**src/rtl/wb_window_watchdog_if.sv**
```systemverilog
// Wishbone classic bus bundle for the window watchdog register block.
// Signal names follow the m2s (master-to-slave) / s2m (slave-to-master) split.
`timescale 1ns / 1ps

interface wb_window_watchdog_if #(
  parameter int unsigned GRL = 1
) ();

  logic [31:0]  dat_m2s;
  logic [31:0]  adr_m2s;
  logic [GRL:0] sel_m2s;
  logic         cyc_m2s;
  logic         stb_m2s;
  logic         we_m2s;
  logic [31:0]  dat_s2m;
  logic         ack_s2m;
  logic         err_s2m;
  logic         rty_s2m;

  modport master (
    output dat_m2s, adr_m2s, sel_m2s, cyc_m2s, stb_m2s, we_m2s,
    input  dat_s2m, ack_s2m, err_s2m, rty_s2m
  );

  modport slave (
    input  dat_m2s, adr_m2s, sel_m2s, cyc_m2s, stb_m2s, we_m2s,
    output dat_s2m, ack_s2m, err_s2m, rty_s2m
  );

endinterface

```
**src/rtl/wb_window_watchdog.sv**
```systemverilog
// Windowed watchdog with early-warning interrupt, key-protected configuration
// and sticky status flags. The down-counter is prescaled from the bus clock.
`timescale 1ns / 1ps

module wb_window_watchdog #(
  parameter int unsigned GRL      = 1,
  parameter int unsigned CNT_W    = 12,
  parameter int unsigned PR_W     = 3,
  parameter int unsigned RST_LEN  = 4,
  parameter logic [31:0] BASE_ADR = 32'h0100_0000,
  parameter logic [31:0] KR_ADR   = BASE_ADR + 32'h00,
  parameter logic [31:0] PR_ADR   = BASE_ADR + 32'h04,
  parameter logic [31:0] RLR_ADR  = BASE_ADR + 32'h08,
  parameter logic [31:0] WINR_ADR = BASE_ADR + 32'h0C,
  parameter logic [31:0] EWR_ADR  = BASE_ADR + 32'h10,
  parameter logic [31:0] SR_ADR   = BASE_ADR + 32'h14
) (
  input  logic                       clk_m2s,
  input  logic                       rst_m2s,
  wb_window_watchdog_if.slave        bus,
  output logic                       rst_wdg,
  output logic                       irq_ewi
);

  // Prescaler must reach 2^PR - 1 for the largest PR value.
  localparam int unsigned PscW = (1 << PR_W) - 1;
  localparam int unsigned RcW  = $clog2(RST_LEN + 1);

  localparam logic [15:0] KeyStart   = 16'hCCCC;
  localparam logic [15:0] KeyRefresh = 16'hAAAA;
  localparam logic [15:0] KeyUnlock  = 16'h5555;

  // Bus-side state
  logic              ack_q, ack_d;
  logic              err_q, err_d;
  logic [31:0]       dat_q, dat_d;

  // Configuration registers
  logic [PR_W-1:0]   pr_q, pr_d;
  logic [CNT_W-1:0]  rlr_q, rlr_d;
  logic [CNT_W-1:0]  winr_q, winr_d;
  logic [CNT_W-1:0]  ewr_q, ewr_d;

  // Status flags
  logic              enabled_q, enabled_d;
  logic              ewif_q, ewif_d;
  logic              rst_to_q, rst_to_d;
  logic              rst_win_q, rst_win_d;
  logic              unlock_q, unlock_d;

  // Watchdog core
  logic [CNT_W-1:0]  cnt_q, cnt_d;
  logic [PscW-1:0]   presc_q, presc_d;
  logic [RcW-1:0]    rst_cnt_q, rst_cnt_d;
  logic              rst_wdg_q, rst_wdg_d;

  // Decode and event strobes
  logic [GRL:0]      sel;
  logic              req, wr_en;
  logic              hit_kr, hit_pr, hit_rlr, hit_winr, hit_ewr, hit_sr, hit_any;
  logic [15:0]       key;
  logic [31:0]       rd_val;
  logic [PscW-1:0]   psc_lim;
  logic [CNT_W-1:0]  cnt_dec;
  logic              tick, start, refresh, win_bad, timeout, ew_set, trig;

  assign sel = bus.sel_m2s;

  // Only the low lane carries register data; the rest is intentionally ignored.
  logic unused_bits;
  assign unused_bits = ^{bus.dat_m2s[31:16], sel};

  // Address decode, access request and read-data selection.
  always_comb begin
    req      = bus.cyc_m2s & bus.stb_m2s & ~ack_q & ~err_q;
    wr_en    = req & bus.we_m2s & sel[0];
    key      = bus.dat_m2s[15:0];
    hit_kr   = (bus.adr_m2s == KR_ADR);
    hit_pr   = (bus.adr_m2s == PR_ADR);
    hit_rlr  = (bus.adr_m2s == RLR_ADR);
    hit_winr = (bus.adr_m2s == WINR_ADR);
    hit_ewr  = (bus.adr_m2s == EWR_ADR);
    hit_sr   = (bus.adr_m2s == SR_ADR);
    hit_any  = hit_kr | hit_pr | hit_rlr | hit_winr | hit_ewr | hit_sr;

    rd_val = '0;
    if (hit_pr) begin
      rd_val = 32'(pr_q);
    end else if (hit_rlr) begin
      rd_val = 32'(rlr_q);
    end else if (hit_winr) begin
      rd_val = 32'(winr_q);
    end else if (hit_ewr) begin
      rd_val = 32'(ewr_q);
    end else if (hit_sr) begin
      rd_val = 32'({unlock_q, rst_win_q, rst_to_q, ewif_q, enabled_q});
    end

    ack_d = req & hit_any;
    err_d = req & ~hit_any;
    dat_d = (req & ~bus.we_m2s & hit_any) ? rd_val : '0;
  end

  // Tick generation, key commands, window check and event priorities.
  always_comb begin
    for (int i = 0; i < int'(PscW); i++) begin
      psc_lim[i] = (i < int'(pr_q));
    end
    cnt_dec = cnt_q - CNT_W'(1);

    tick    = enabled_q & (presc_q >= psc_lim);
    start   = wr_en & hit_kr & (key == KeyStart);
    // A refresh before the watchdog is started has no effect at all.
    refresh = wr_en & hit_kr & (key == KeyRefresh) & enabled_q;
    win_bad = refresh & (cnt_q > winr_q);
    // Any reload in the same cycle pre-empts a pending timeout or warning.
    timeout = tick & (cnt_q == '0) & ~refresh & ~start;
    ew_set  = tick & (cnt_q != '0) & (cnt_dec == ewr_q) & ~refresh & ~start;
    trig    = timeout | win_bad;

    enabled_d = enabled_q | start;

    cnt_d = cnt_q;
    if (start | refresh) begin
      cnt_d = rlr_q;
    end else if (tick) begin
      cnt_d = (cnt_q == '0) ? rlr_q : cnt_dec;
    end

    presc_d = presc_q;
    if (start | (refresh & ~win_bad)) begin
      presc_d = '0;
    end else if (enabled_q) begin
      presc_d = tick ? '0 : presc_q + PscW'(1);
    end

    unlock_d = unlock_q;
    if (wr_en & hit_kr) begin
      unique case (key)
        KeyUnlock:  unlock_d = 1'b1;
        KeyStart:   unlock_d = unlock_q;
        KeyRefresh: unlock_d = enabled_q ? 1'b0 : unlock_q;
        default:    unlock_d = 1'b0;
      endcase
    end

    pr_d   = pr_q;
    rlr_d  = rlr_q;
    winr_d = winr_q;
    ewr_d  = ewr_q;
    if (wr_en & unlock_q) begin
      if (hit_pr)   pr_d   = bus.dat_m2s[PR_W-1:0];
      if (hit_rlr)  rlr_d  = bus.dat_m2s[CNT_W-1:0];
      if (hit_winr) winr_d = bus.dat_m2s[CNT_W-1:0];
      if (hit_ewr)  ewr_d  = bus.dat_m2s[CNT_W-1:0];
    end

    // Write-one-to-clear first, so a coincident hardware set wins.
    ewif_d    = ewif_q;
    rst_to_d  = rst_to_q;
    rst_win_d = rst_win_q;
    if (wr_en & hit_sr) begin
      if (bus.dat_m2s[1]) ewif_d    = 1'b0;
      if (bus.dat_m2s[2]) rst_to_d  = 1'b0;
      if (bus.dat_m2s[3]) rst_win_d = 1'b0;
    end
    if (ew_set)  ewif_d    = 1'b1;
    if (timeout) rst_to_d  = 1'b1;
    if (win_bad) rst_win_d = 1'b1;

    // Pulse length counter; a new trigger restarts the full length.
    rst_wdg_d = (rst_cnt_q != '0);
    if (trig) begin
      rst_cnt_d = RcW'(RST_LEN);
    end else if (rst_cnt_q != '0) begin
      rst_cnt_d = rst_cnt_q - RcW'(1);
    end else begin
      rst_cnt_d = '0;
    end
  end

  // Bus response registers.
  always_ff @(posedge clk_m2s) begin
    if (rst_m2s) begin
      ack_q <= 1'b0;
      err_q <= 1'b0;
      dat_q <= '0;
    end else begin
      ack_q <= ack_d;
      err_q <= err_d;
      dat_q <= dat_d;
    end
  end

  // Configuration, status and watchdog counter state.
  always_ff @(posedge clk_m2s) begin
    if (rst_m2s) begin
      pr_q      <= '0;
      rlr_q     <= '1;
      winr_q    <= '1;
      ewr_q     <= '0;
      enabled_q <= 1'b0;
      ewif_q    <= 1'b0;
      rst_to_q  <= 1'b0;
      rst_win_q <= 1'b0;
      unlock_q  <= 1'b0;
      cnt_q     <= '1;
      presc_q   <= '0;
      rst_cnt_q <= '0;
      rst_wdg_q <= 1'b0;
    end else begin
      pr_q      <= pr_d;
      rlr_q     <= rlr_d;
      winr_q    <= winr_d;
      ewr_q     <= ewr_d;
      enabled_q <= enabled_d;
      ewif_q    <= ewif_d;
      rst_to_q  <= rst_to_d;
      rst_win_q <= rst_win_d;
      unlock_q  <= unlock_d;
      cnt_q     <= cnt_d;
      presc_q   <= presc_d;
      rst_cnt_q <= rst_cnt_d;
      rst_wdg_q <= rst_wdg_d;
    end
  end

  assign bus.dat_s2m = dat_q;
  assign bus.ack_s2m = ack_q;
  assign bus.err_s2m = err_q;
  assign bus.rty_s2m = 1'b0;
  assign rst_wdg     = rst_wdg_q;
  assign irq_ewi     = ewif_q;

endmodule
```
**src/flat_wrapper.sv**
```systemverilog
// flat-port wrapper written by rule: the top's interface ports become plain ports
module wb_window_watchdog_flat 
#(
  parameter int unsigned GRL      = 1,
  parameter int unsigned CNT_W    = 12,
  parameter int unsigned PR_W     = 3,
  parameter int unsigned RST_LEN  = 4,
  parameter logic [31:0] BASE_ADR = 32'h0100_0000,
  parameter logic [31:0] KR_ADR   = BASE_ADR + 32'h00,
  parameter logic [31:0] PR_ADR   = BASE_ADR + 32'h04,
  parameter logic [31:0] RLR_ADR  = BASE_ADR + 32'h08,
  parameter logic [31:0] WINR_ADR = BASE_ADR + 32'h0C,
  parameter logic [31:0] EWR_ADR  = BASE_ADR + 32'h10,
  parameter logic [31:0] SR_ADR   = BASE_ADR + 32'h14
)
  (clk_m2s, rst_m2s, rst_wdg, irq_ewi, bus_dat_m2s, bus_adr_m2s, bus_sel_m2s, bus_cyc_m2s, bus_stb_m2s, bus_we_m2s, bus_dat_s2m, bus_ack_s2m, bus_err_s2m, bus_rty_s2m);
  wb_window_watchdog_if #(.GRL(GRL)) bus_i ();
  input  logic clk_m2s;
  input  logic rst_m2s;
  output logic rst_wdg;
  output logic irq_ewi;
  input wire logic [$bits(bus_i.dat_m2s)-1:0] bus_dat_m2s;
  input wire logic [$bits(bus_i.adr_m2s)-1:0] bus_adr_m2s;
  input wire logic [$bits(bus_i.sel_m2s)-1:0] bus_sel_m2s;
  input wire logic [$bits(bus_i.cyc_m2s)-1:0] bus_cyc_m2s;
  input wire logic [$bits(bus_i.stb_m2s)-1:0] bus_stb_m2s;
  input wire logic [$bits(bus_i.we_m2s)-1:0] bus_we_m2s;
  output wire logic [$bits(bus_i.dat_s2m)-1:0] bus_dat_s2m;
  output wire logic [$bits(bus_i.ack_s2m)-1:0] bus_ack_s2m;
  output wire logic [$bits(bus_i.err_s2m)-1:0] bus_err_s2m;
  output wire logic [$bits(bus_i.rty_s2m)-1:0] bus_rty_s2m;
  assign bus_i.dat_m2s = bus_dat_m2s;
  assign bus_i.adr_m2s = bus_adr_m2s;
  assign bus_i.sel_m2s = bus_sel_m2s;
  assign bus_i.cyc_m2s = bus_cyc_m2s;
  assign bus_i.stb_m2s = bus_stb_m2s;
  assign bus_i.we_m2s = bus_we_m2s;
  assign bus_dat_s2m = bus_i.dat_s2m;
  assign bus_ack_s2m = bus_i.ack_s2m;
  assign bus_err_s2m = bus_i.err_s2m;
  assign bus_rty_s2m = bus_i.rty_s2m;
  wb_window_watchdog #(.GRL(GRL), .CNT_W(CNT_W), .PR_W(PR_W), .RST_LEN(RST_LEN), .BASE_ADR(BASE_ADR), .KR_ADR(KR_ADR), .PR_ADR(PR_ADR), .RLR_ADR(RLR_ADR), .WINR_ADR(WINR_ADR), .EWR_ADR(EWR_ADR), .SR_ADR(SR_ADR)) u_core (.clk_m2s(clk_m2s), .rst_m2s(rst_m2s), .bus(bus_i), .rst_wdg(rst_wdg), .irq_ewi(irq_ewi));
endmodule
```
**config.mk**
```make
export PLATFORM = sky130hd
export DESIGN_NAME = wb_window_watchdog_flat
export DESIGN_NICKNAME = d
export VERILOG_FILES = /design/src/rtl/wb_window_watchdog_if.sv /design/src/rtl/wb_window_watchdog.sv /design/src/flat_wrapper.sv
export SDC_FILE = /design/constraint.sdc
export NUM_CORES = 1
export LEC_CHECK = 0
export ABC_AREA = 1
export CORE_MARGIN = 1.5
export CORE_UTILIZATION = 43
export DETAILED_ROUTE_END_ITERATION = 8
export PLACE_DENSITY = 0.74
export SETUP_SLACK_MARGIN = 0.5
export SLEW_MARGIN = 40
export SYNTH_ARGS = -nofsm -noshare
export SYNTH_HDL_FRONTEND = slang
export SYNTH_SLANG_ARGS = --single-unit
export TNS_END_PERCENT = 30
```
**constraint.sdc**
```tcl
create_clock -name clk_m2s -period 2.15 [get_ports clk_m2s]
set_input_delay 0.215 -clock clk_m2s [delete_from_list [all_inputs] [get_ports clk_m2s]]
set_output_delay 0.215 -clock clk_m2s [all_outputs]
set_load 0.01 [all_outputs]
```
==> qor.csv <==
stage,metric,value,unit
cells_and_area,final_core_util,63.2,%
global_route,antenna_found_initial,0,
cells_and_area,n_antenna_cell,0,
routing,routed_wl,16300,µm
yosys,synth_cell_types,42,
cells_and_area,drive_above_1_share,24.5,%
routing,ant_nets,0,
worst_setup_path,reg2reg_slack,0.20,ns
power_and_ir_drop,p_leak,3.38,nW
floorplanning,initial_core_util,44.3,%
place,portBuffers,69,
yosys,ys.warnings.count,0,
yosys,ys_seq_area_share,31.8,%
worst_setup_path,path_cells,inv_1 > ha_1 > xnor2_1 > nor2_1 > nand3_1 > nor2_1 > nand3_1 > nor2_2 > nand3_1 > a21oi_1,
worst_setup_path,critPathSlowestCell,dfxtp_2,
worst_setup_path,critPathKind,flip-flop to flip-flop,
floorplanning,io_pins,108,
sta,fin_skew,0.00823,ns
global_route,grt_max_degree,35,
flow_run,maxCapViolations,0,
worst_setup_path,crit_path_start_kind,flip-flop,
global_route,grt_pass1_vias,5097,
routing,viasPerCell,5.39,
routing,via_count,5611,
sta,final_max_slew_viol_count,0,
cells_and_area,fin_nets,988,
place,dp_cells,1007,
place,post-place-ws,-0.197,ns
clock_tree,cts_tree,yes,
routing,wl_per_cell,15.7,µm
floorplanning,rows,39,
worst_setup_path,cp.required,2.42,ns
clock_tree,htreeDepth,3,
sta,setup_viol,0,
clock_tree,numCtsBuffers,9,
sta,max_freq,512,MHz
power_and_ir_drop,total_power,3.56,mW
cells_and_area,fin_area,7280,µm²
routing,dr.pass1.iters,7,
sta,fin_crit_sh,90.8,%
clock_tree,clk_pin_slew,0.07,ns
cells_and_area,layout.cells.non_filler,1041,
clock_tree,cts_buffer_depth,2,
yosys,synth_area,5100,µm²
clock_tree,clkSinkCount,81,
place,place.gp.congestion,0.933,
yosys,netlist_top_cells_area,"dfxtp_1 32%, nand2_1 12%, nor2_1 7.0%",
place,dpl_cell_area,6340,µm²
yosys,yosysTopAreaCell,dfxtp_1,
worst_setup_path,worst_path_most_repeated_cell,nand3_1,
worst_setup_path,worst_setup_path_end_kind,flip-flop,
power_and_ir_drop,vdd_drop_max,0.000443,V
sta,finalHoldViolations,0,
yosys,synth_area_per_cell,6.75,µm²
yosys,syn_inst,756,
floorplanning,die_w,112,µm
routing,drc_errors,1,
worst_setup_path,crit_fanout,3,
clock_tree,clock_latency,0.35,ns
sta,fin_ws,0.198,ns
sta,tightest_slew,0.738,ns
worst_setup_path,critical_path.reg2reg.startpoint,u_core.cnt_q[1]$_SDFFE_PP1P_,
floorplanning,core_region_area,11500,µm²
sta,fin_hold_ws,0.422,ns
sta,fin_crit,1.95,ns
yosys,synth_top_cell_area_share,31.8,%
yosys,synth-seq-cells,81,
global_route,grt_overflow_total,0,
sta,rsz0062_at_grt,yes,
worst_setup_path,cpPeakStageDelay,0.35,ns
sta,final.setup.tns,0,ns
worst_setup_path,cp-startpoint,u_core.cnt_q[1]$_SDFFE_PP1P_,
global_route,grt_pass1_wl,24700,µm
status,violations,DRC,
floorplanning,die_height,112,µm
global_route,grt_usage,24.6,%
worst_hold_path,hp-class,flip-flop to flip-flop,
sta,slew_headroom,50.6,%
clock_tree,cts_root_buffer,clkbuf_16,
routing,drt_iter0_markers,607,
floorplanning,die-area,12500,µm²
power_and_ir_drop,p_per_area,489,nW/µm²
worst_hold_path,hold_path.startpoint,u_core.rst_cnt_q[0]$_SDFF_PP0_,
worst_setup_path,crit_arrival,2.22,ns
place,hpwl,11000,µm
cells_and_area,area_growth,42.6,%
status,outcome,"finished, violations left",
worst max-delay path: cells and delay by family, from the launching register on:
kind / cells / cell delay (ns)
flip-flops: 1 / 0.35
adder cells (fa/ha/maj): 1 / 0.31
AO/OA/AOI/OAI: 1 / 0.15
buffers and inverters: 1 / 0.10
XOR/XNOR: 1 / 0.13
AND/OR/NAND/NOR: 6 / 0.85
cell usage after synthesis (all sizes together):
master    n
nand2   169
nor2    107
inv      95
dfxtp    81
nand3    54
a21oi    45
o21ai    42
buf      36
o211ai   36
ha       24
nand4    13
a22oi     8
clkinv    8
nor3      8
clkbuf    5
nor4      5
a211oi    3
o21a      3
xnor2     3
xor2      3
a21boi    2
a31oi     1
and3      1
conb      1
nand3b    1
o221ai    1
or2       1
placed cells by master (no fill, tap or decap), drive strengths merged, types with 36 or more instances in the layout:
| cell | synthesis | layout |
|---|---|---|
| a21oi | 45 | 45 |
| buf | 36 | 74 |
| clkdlybuf4s50 | 0 | 40 |
| dfxtp | 81 | 81 |
| inv | 95 | 104 |
| nand2 | 169 | 169 |
| nand3 | 54 | 54 |
| nor2 | 107 | 108 |
| o211ai | 36 | 36 |
| o21ai | 42 | 42 |
metal layers:
layer | part of all wire (%) | vias up | track usage [%] | wire length [µm]
li1 | - | 2725 | - | -
met1 | 40 | 2568 | 29.5 | 6590
met2 | 48 | 253 | 42.6 | 7880
met3 | 6.6 | 65 | 5.06 | 1080
met4 | 4.8 | 0 | 11.1 | 783
met5 | 0 | - | 0 | 0
final timing paths:
path	cells past startpoint	to
hold / removal	1	u_core.rst_cnt_q[0]$_SDFF_PP0_
setup / recovery	10	u_core.irq_ewi$_SDFFE_PP0P_
hold reg to reg	1	u_core.rst_cnt_q[0]$_SDFF_PP0_
setup reg to reg	10	u_core.irq_ewi$_SDFFE_PP0P_
timing repair:
item,4_1_cts,5_1_grt
gates cloned,1,4
hold endpoints to repair,0,0
resized for setup,118,47
hold buffers,0,0
pin swaps,55,27
setup buffers,10,3
endpoints found under the setup margin,79,78
cell type report:
class                   count  area [µm²]
inverters                 103         387
repair buffers            145        1420
flip-flops and latches     81        1640
fillers                   990        4240
clock inverters             7        83.8
well taps                 143         179
multi-input cells         553        3330
clock buffers               9         225
logic make-up after synthesis:
family | Yosys count | share of synthesized area, %
DFF | 81 | 31.8
other | 1 | 0.0735
adders and majority gates | 24 | 5.89
and+or+nand+nor | 359 | 31.9
xor gates and xnor gates | 6 | 1.03
AOI/OAI and AO/OA | 141 | 16.5
buffers and inverters | 144 | 12.9
where the power goes:
group,internal [mW],total [mW],switching [mW],leakage [nW]
Clock,0.923,1.62,0.695,0.149
Sequential,1.53,1.55,0.0175,0.653
Combinational,0.192,0.393,0.201,2.58
state kept, by name, summed over array words and instances (netlist names):
signal	cells
u_core.bus.ack_s2m	1
u_core.bus.dat_s2m	12
u_core.bus.err_s2m	1
u_core.cnt_q	12
u_core.enabled_q	1
u_core.ewr_q	12
u_core.irq_ewi	1
u_core.pr_q	3
u_core.presc_q	7
u_core.rlr_q	12
u_core.rst_cnt_q	3
u_core.rst_to_q	1
u_core.rst_wdg	1
u_core.rst_win_q	1
u_core.unlock_q	1
u_core.winr_q	12
Note: power is estimated with default switching activity, not from simulation.
